==> src/rtl/pixie_dma_front_end.sv <==
// Pixie CPU-side front end: CDP1861 frame/line timing, DMA-out, framebuffer writes.
// Define PIXIE_UNDERRUN_STATUS_EN to add the saturating DMA underrun counter.
module pixie_dma_front_end #(
   parameter int MC_PER_LINE     = 14,
   parameter int LINES_PER_FRAME = 262,
   parameter int START_LINE      = 80,
   parameter int ACTIVE_LINES    = 128,
   parameter int DMA_START_MC    = 2,
   parameter int BYTES_PER_LINE  = 8
) (
   input  logic       clk,
   input  logic       reset_n,
   input  logic       mc_strobe,
   input  logic       disp_on,
   input  logic       disp_off,
   input  logic       dma_ack,
   input  logic [7:0] data_in,
`ifdef PIXIE_UNDERRUN_STATUS_EN
   input  logic       underrun_clr,
   output logic [7:0] underrun_cnt,
`endif
   output logic       dma_req,
   output logic       int_req,
   output logic       efx,
   output logic       fb_we,
   output logic [9:0] fb_addr,
   output logic [7:0] fb_wdata,
   output logic       frame_start
);

   localparam logic [1:0] S_OFF   = 2'd0;
   localparam logic [1:0] S_BLANK = 2'd1;
   localparam logic [1:0] S_DMA   = 2'd2;
   localparam logic [1:0] S_DONE  = 2'd3;

   localparam logic [3:0] MC_LAST  = 4'(MC_PER_LINE - 1);
   localparam logic [3:0] MC_PRE   = 4'(DMA_START_MC - 1);
   localparam logic [8:0] LN_LAST  = 9'(LINES_PER_FRAME - 1);
   localparam logic [8:0] LN_START = 9'(START_LINE);
   localparam logic [8:0] LN_END   = 9'(START_LINE + ACTIVE_LINES);
   localparam logic [8:0] LN_INT   = 9'(START_LINE - 2);
   localparam logic [8:0] LN_EF0   = 9'(START_LINE - 4);
   localparam logic [8:0] LN_EF1   = 9'(START_LINE + ACTIVE_LINES - 4);
   localparam logic [2:0] CNT_LAST = 3'(BYTES_PER_LINE - 1);

   logic [3:0] mc_q, mc_d;
   logic [8:0] line_q, line_d;
   logic       en_q, en_d;
   logic [1:0] state_q, state_d;
   logic [2:0] cnt_q, cnt_d;
   logic       we_q, we_d;
   logic [9:0] addr_q, addr_d;
   logic [7:0] wdata_q, wdata_d;
   logic       fs_q, fs_d;
   logic       line_end, xfer, active;
   logic [6:0] line_idx;

   assign line_end = mc_strobe && (mc_q == MC_LAST);
   assign xfer     = (state_q == S_DMA) && mc_strobe && dma_ack;
   assign active   = en_q && (line_q >= LN_START) && (line_q < LN_END);
   assign line_idx = 7'(line_q - LN_START);

   always_comb begin
      mc_d   = mc_q;
      line_d = line_q;
      if (mc_strobe) begin
         if (mc_q == MC_LAST) begin
            mc_d   = 4'd0;
            line_d = (line_q == LN_LAST) ? 9'd0 : line_q + 9'd1;
         end else begin
            mc_d = mc_q + 4'd1;
         end
      end
      fs_d = line_end && (line_q == LN_LAST);
      // off wins over a same-cycle on
      en_d = disp_off ? 1'b0 : (disp_on ? 1'b1 : en_q);
   end

   always_comb begin
      state_d = state_q;
      cnt_d   = cnt_q;
      case (state_q)
         S_OFF: if (en_q) state_d = S_BLANK;
         S_BLANK: begin
            if (mc_strobe && (mc_q == MC_PRE) && active) begin
               state_d = S_DMA;
               cnt_d   = 3'd0;
            end
         end
         S_DMA: begin
            if (xfer) begin
               cnt_d = cnt_q + 3'd1;
               if (cnt_q == CNT_LAST) state_d = S_DONE;
            end
            // line end abandons any bytes still owed
            if (line_end) begin
               state_d = S_BLANK;
               cnt_d   = 3'd0;
            end
         end
         default: if (line_end) state_d = S_BLANK;
      endcase
      if (disp_off) state_d = S_OFF;
   end

   always_comb begin
      we_d    = xfer;
      addr_d  = addr_q;
      wdata_d = wdata_q;
      if (xfer) begin
         addr_d  = {line_idx, cnt_q};
         wdata_d = data_in;
      end
   end

   always_ff @(posedge clk) begin
      if (!reset_n) begin
         mc_q    <= 4'd0;
         line_q  <= 9'd0;
         en_q    <= 1'b0;
         state_q <= S_OFF;
         cnt_q   <= 3'd0;
         we_q    <= 1'b0;
         addr_q  <= 10'd0;
         wdata_q <= 8'd0;
         fs_q    <= 1'b0;
      end else begin
         mc_q    <= mc_d;
         line_q  <= line_d;
         en_q    <= en_d;
         state_q <= state_d;
         cnt_q   <= cnt_d;
         we_q    <= we_d;
         addr_q  <= addr_d;
         wdata_q <= wdata_d;
         fs_q    <= fs_d;
      end
   end

`ifdef PIXIE_UNDERRUN_STATUS_EN
   logic [7:0] ur_q, ur_d;
   logic       underrun;

   assign underrun = (state_q == S_DMA) && line_end &&
                     !(xfer && (cnt_q == CNT_LAST));

   always_comb begin
      ur_d = ur_q;
      if (underrun_clr)                   ur_d = 8'd0;
      else if (underrun && ur_q != 8'hFF) ur_d = ur_q + 8'd1;
   end

   always_ff @(posedge clk) begin
      if (!reset_n) ur_q <= 8'd0;
      else          ur_q <= ur_d;
   end

   assign underrun_cnt = ur_q;
`endif

   assign dma_req     = (state_q == S_DMA);
   assign int_req     = en_q && (line_q >= LN_INT) && (line_q < LN_START);
   assign efx         = en_q && (((line_q >= LN_EF0) && (line_q < LN_START)) ||
                                 ((line_q >= LN_EF1) && (line_q < LN_END)));
   assign fb_we       = we_q;
   assign fb_addr     = addr_q;
   assign fb_wdata    = wdata_q;
   assign frame_start = fs_q;

endmodule

==> config.mk <==
export PLATFORM = sky130hd
export DESIGN_NAME = pixie_dma_front_end
export DESIGN_NICKNAME = d
export VERILOG_FILES = /design/src/rtl/pixie_dma_front_end.sv
export SDC_FILE = /design/constraint.sdc
export NUM_CORES = 1
export LEC_CHECK = 0
export ABC_AREA = 1
export BUFFER_PORTS_ARGS = -buffer_cell sky130_fd_sc_hd__buf_2
export CORE_UTILIZATION = 55
export DETAILED_ROUTE_END_ITERATION = 8
export MAX_ROUTING_LAYER = met4
export PLACE_DENSITY = 0.81
export SYNTH_ARGS = -nofsm -noshare
export SYNTH_HDL_FRONTEND = slang
export SYNTH_SLANG_ARGS = --single-unit
==> constraint.sdc <==
create_clock -name clk -period 3.15 [get_ports clk]
set_input_delay 0.63 -clock clk [delete_from_list [all_inputs] [get_ports clk]]
set_output_delay 0.63 -clock clk [all_outputs]
set_load 0.02 [all_outputs]
## Word level (Yosys, flattened, before mapping)

Index checks and enable logic that the tools add are counted.

- Bits in registers: 39
- Bits in latches: 0
- Bits in writable memories: 0
- Bits in read-only memories: 0
- Input bits: 14
- Output and inout bits: 23
- Logic and storage cells: 64
- Memories: 0

- Add/sub/neg operators: 4
- $mul: 0
- Div/mod/pow operators: 0
- Order comparisons: 6
- Eq/ne operators: 10
- Shifts and indexed selects: 0
- Mux-type cells: 13
- Bitwise logic cells: 1
- Reduce and logical (&&, ||, !) cells: 21

Operator list:

| kind | number |
|---|---|
| 9-bit by 7-bit >= comparator with 1-bit output, second input constant | 3 |
| 1-bit logical AND | 13 |
| 2-bit 2-to-1 mux | 6 |
| 9-bit by 1-bit adder with 9-bit output, second input constant | 1 |
| 9-bit == test, second input constant | 1 |
| 9-bit by 8-bit >= comparator with 1-bit output, second input constant | 1 |
| 9-bit by 7-bit < comparator with 1-bit output, second input constant | 1 |
| 9-bit by 8-bit < comparator with 1-bit output, second input constant | 1 |
| 3-bit 2-to-1 mux | 3 |
| 9-bit 2-to-1 mux | 1 |
| 7-bit subtractor, second input constant | 1 |
| 3-bit by 1-bit != test with 1-bit output, second input constant | 2 |
| 2-bit one-hot mux with 3 select lines | 1 |
| 3-bit one-hot mux with 2 select lines | 1 |
| 5-bit AND reduction | 1 |
| 4-bit by 1-bit adder with 4-bit output, second input constant | 1 |
| 4-bit by 1-bit == test with 1-bit output, second input constant | 1 |
| 4-bit == test, second input constant | 1 |
| 4-bit 2-to-1 mux | 1 |
| 2-bit != test, second input constant | 2 |
| 4-bit nonzero test | 1 |
| 3-bit by 1-bit adder with 3-bit output, second input constant | 1 |
| 3-bit == test, second input constant | 1 |
| 3-bit AND reduction | 1 |
| 8 further kinds | 8 |

## Depth between registers and ports, before layout

- Word-level depth: 6
- Mapped depth: 11
- Depth with buffers taken out: 11

## Worst setup path after synthesis

OpenSTA, ideal clock, no wires.

- Kind: reg2out
- Start point: reg line_q[6]
- End point: out efx
- Data arrival time: 1.141 ns
- Slack: 1.379 ns
- Cell stages (with the launch flop): 6
- Cell sequence: dfxtp_1 > buf_4 > inv_2 > nor2_1 > nand3_1 > nor3_1

- Word-level cells in the longest chain between the ends: 4
- Elaborated cells between the ends (all ways): 8

Ends and longest elaborated chain:

| element | line | text |
|---|---|---|
| from (decl) | 47 | `logic [8:0] line_q, line_d;` |
| from (signal assigned) | 129 | `line_q <= line_d;` |
| 9-bit by 7-bit >= comparator with 1-bit output (tied with other cells) | 163 | `assign efx = en_q && (((line_q >= LN_EF0) && (line_q < LN_START)) \|\|` |
| 1-bit logical AND (on tied branches) | 163, 164 |  |
| 1-bit logical OR * | 163 |  |
| 1-bit logical AND * | 163 |  |
| to (decl) | 24 | `output logic efx,` |

Mark *: on every way between the ends. The rest lies on a longest branch, timed or not.

## Worst setup path in the final report

Ends and elaborated chain as after synthesis.

==> results.md <==
* Drt drc at 0
* Top Metal Used: met4
* CTS resizes at 0
* Post-CTS setup buffer count at 0
* 1st-iter DRT viols at 83
* Antenna cells at 0
* Die Y at around 62 um
* WP data required at between 2 and 3 ns
* Hold violation total from the final report at 0
* Dpl hpwl at 2901 um
* Setup TNS at 0 ns
* CP Cell Sequence: inv_2, nor2_1, nand3_1, nor3_1, buf_2
* Worst-Margin Slew at roughly 0.6 ns
* Syn Area/Cell at approximately 7.4 um2
* Die area at 3796 um2
* Vias at 1742
* Net Sw Power at 0.2398 mW
* Max FO, Critical Path at 8
* Port Buffers at 36
* Met2 wire length at around 1900 um
* First-pass DRT Iterations at 4
* Status: finished, final reports clean
* Int Pwr at roughly 0.71 mW
* # Max-Cap Violations at 0
* Vias in the first global route at 1459
* Avg WL per Cell at between 10 and 15 um
* Ports at 37
* # H-tree levels at 2
* Total CTS buffers at 5
* Core area at 3363 um2
* Starting Density at between 50% and 60%
* Crit share post-route at a little under three quarters
* #FFs+latches synth at 39
* Static leakage at 1.009 nW
* CTS Hold Bufs at 0
* Ys Warns at 0
* Maximum clock rate at approximately 0.44 GHz
* Placed cell count at between 300 and 400
* RSZ-0062 raised after global routing: false
* Logic pwr share at approximately 9.7%
* Crit path kind: flip-flop to output pin
* Syn Nets at approximately 290
* Utilization after layout at ~67%
* Nets at about 330
* Cell count after synthesis at around 260
* Power per cell area at 422.3 nW/um2
* Synth top area share at 39.95%
* Fillers at ~330
* Worst EP arrival at 1.63 ns
* Placer Congestion at roughly 1.0
* TritonCTS clock tree: yes
* Clock share of power at between 30% and 40%
* Synth Cell Area at a little under 2000 um2
* CP delay by family, top: flip-flops
* Max-slew headroom at between 50 and 60%
* Routed Antenna Nets at 0
* Crit path buf inv count at 2
* Met3 WL at between 200 and 250 um
* Synthesis-to-finish area growth at 15.05%
* Crit-path max cell delay at 0.51 ns
* Largest net degree at the start of global routing at 25
* Crit end category: output pin
* Share of layout cells above drive strength 1 at about 21%
* Post-Route WL at 3864 um
* Grt ovf at 0
* M1 WL at approximately 1700 um
* Area leader, netlist: dfxtp_1
* Final worst path period need at ~2.3 ns
* Reg clk slew, reported paths at around 0.12 ns
* Sequential fraction of the synthesis area at 39.95%
* Switch share at between 20% and 30%
* Slowest stage cell, crit path: dfxtp_1
* Hold Crit Class: flip-flop to flip-flop
* Startpoint Class: flip-flop
* Final setup violation count at 0
* First-pass GRT wire length at around 6000 um
* CTS Sinks at 39
* Register share of total power at between 50% and 60%
* VDD IR max at ~0.00028 V
* Die extent in x at 61.61 um
* Rows at 21
* Vias per cell at between 5 and 6
* Number of antenna violations at the first check in global routing at 0
* Final Skew at between 0.006 and 0.007 ns
* Unique masters post-synth at 31
* Longest Clk Path Bufs at 2
* Worst-Skew Late Latency at between 0.3 and 0.4 ns
* Cell Count, Final, Fillers Out at 348
* Final Max Tran Viols at 0
* Tot GR Track Use at a little under a quarter
* Worst reg2reg setup slack at 1.27 ns
* Ranking of synthesized cells by area: dfxtp_1 40%, ha_1 8.3%, inv_1 7.9%
* Hold Slack at 0.4516 ns
* Clk root buf: clkbuf_4
-- worst min-delay path, cell delays in order, from the launching register on --
cell and delay, ns:
dfxtp_1 0.33, inv_1 0.05, a21oi_1 0.05
-- cells in the final DEF, fill, tap and decap left out, types with 2 or more instances in the layout --
cell type / count
nor2_4: 2
or2_2: 2
nand4_1: 3
a21oi_1: 26
buf_2: 36
clkbuf_4: 5
xor2_1: 2
o21ai_0: 23
nand2_2: 4
inv_2: 2
nand3_1: 12
ha_1: 13
nor2_1: 27
nand3_2: 2
inv_1: 41
nor3_1: 6
dfxtp_1: 39
nand2_1: 41
-- metal layers --
| layer | track usage [%] | vias up |
|---|---|---|
| li1 | - | 915 |
| met3 | 5.672 | 5 |
| met4 | 9.206 | 0 |
| met1 | 27.64 | 767 |
| met2 | 35.33 | 55 |
| met5 | - | - |
-- worst paths after layout --
check / end / cells after the start / from
worst min-delay path: fb_wdata[2] / 2 / fb_wdata[2]
worst min register to register: fb_wdata[2] / 2 / fb_wdata[2]
worst max register to register: cnt_q[1] / 6 / state_q[0]
worst max-delay path: efx / 5 / line_q[6]
-- cell usage after synthesis --
master	instances
inv_1	41
nand2_1	41
dfxtp_1	39
nor2_1	27
a21oi_1	26
o21ai_0	23
ha_1	13
nand3_1	12
nor3_1	6
clkbuf_1	4
nand2_2	4
nand4_1	3
buf_2	2
inv_2	2
nand3_2	2
nor2_4	2
or2_2	2
xor2_1	2
a211oi_1	1
a21oi_2	1
and3_1	1
buf_4	1
inv_6	1
nand2_4	1
nand3_4	1
nor3_2	1
nor4_1	1
o21a_1	1
o221ai_1	1
o32ai_1	1
xnor2_1	1
-- logic make-up after synthesis --
group	synth area share [%]
and+or+nand+nor	25.35
xor gates and xnor gates	1.345
DFF	39.95
buffers and inverters	10.37
adders and majority gates	8.323
AOI/OAI and AO/OA	14.66
-- stage by stage --
| stage | power (mW) | worst slack [ns] | instance area, um2 |
|---|---|---|---|
| final | 0.9495 | 0.8896 | 2248 |
| after CTS | 0.9558 | 0.9325 | 2248 |
| after floorplan | 0.5931 | 1.379 | 1954 |
| after global placement | 0.6178 | 1.257 | 2167 |
| after detailed placement | 0.6208 | 1.249 | 2167 |
| after global routing | 0.9992 | 0.7794 | 2248 |
-- state kept, by name (all words and copies together) (netlist names) --
register	cells
cnt_q	3
en_q	1
fb_addr	10
fb_wdata	8
fb_we	1
frame_start	1
line_q	9
mc_q	4
state_q	2
-- power groups by stage --
stage,combinational [mW],sequential [mW],clock (mW)
after floorplan,0.0611,0.532,0
after global placement,0.0895,0.528,0
after detailed placement,0.0920,0.529,0
after CTS,0.0923,0.518,0.346
after global routing,0.109,0.520,0.370
final,0.0923,0.518,0.340
-- final cells by class --
cell class                 instances  area, um2  share of cell area (%)
multi-input combinational        174      970.9                   43.18
inverter                          44      170.2                   7.568
tap                               46      57.56                   2.560
clock inverter                     3      43.79                   1.948
timing repair buffer              37      187.7                   8.347
clock buffer                       5      37.54                   1.669
sequential                        39      780.7                   34.72
No activity file was read; power rests on OpenSTA's default activity.
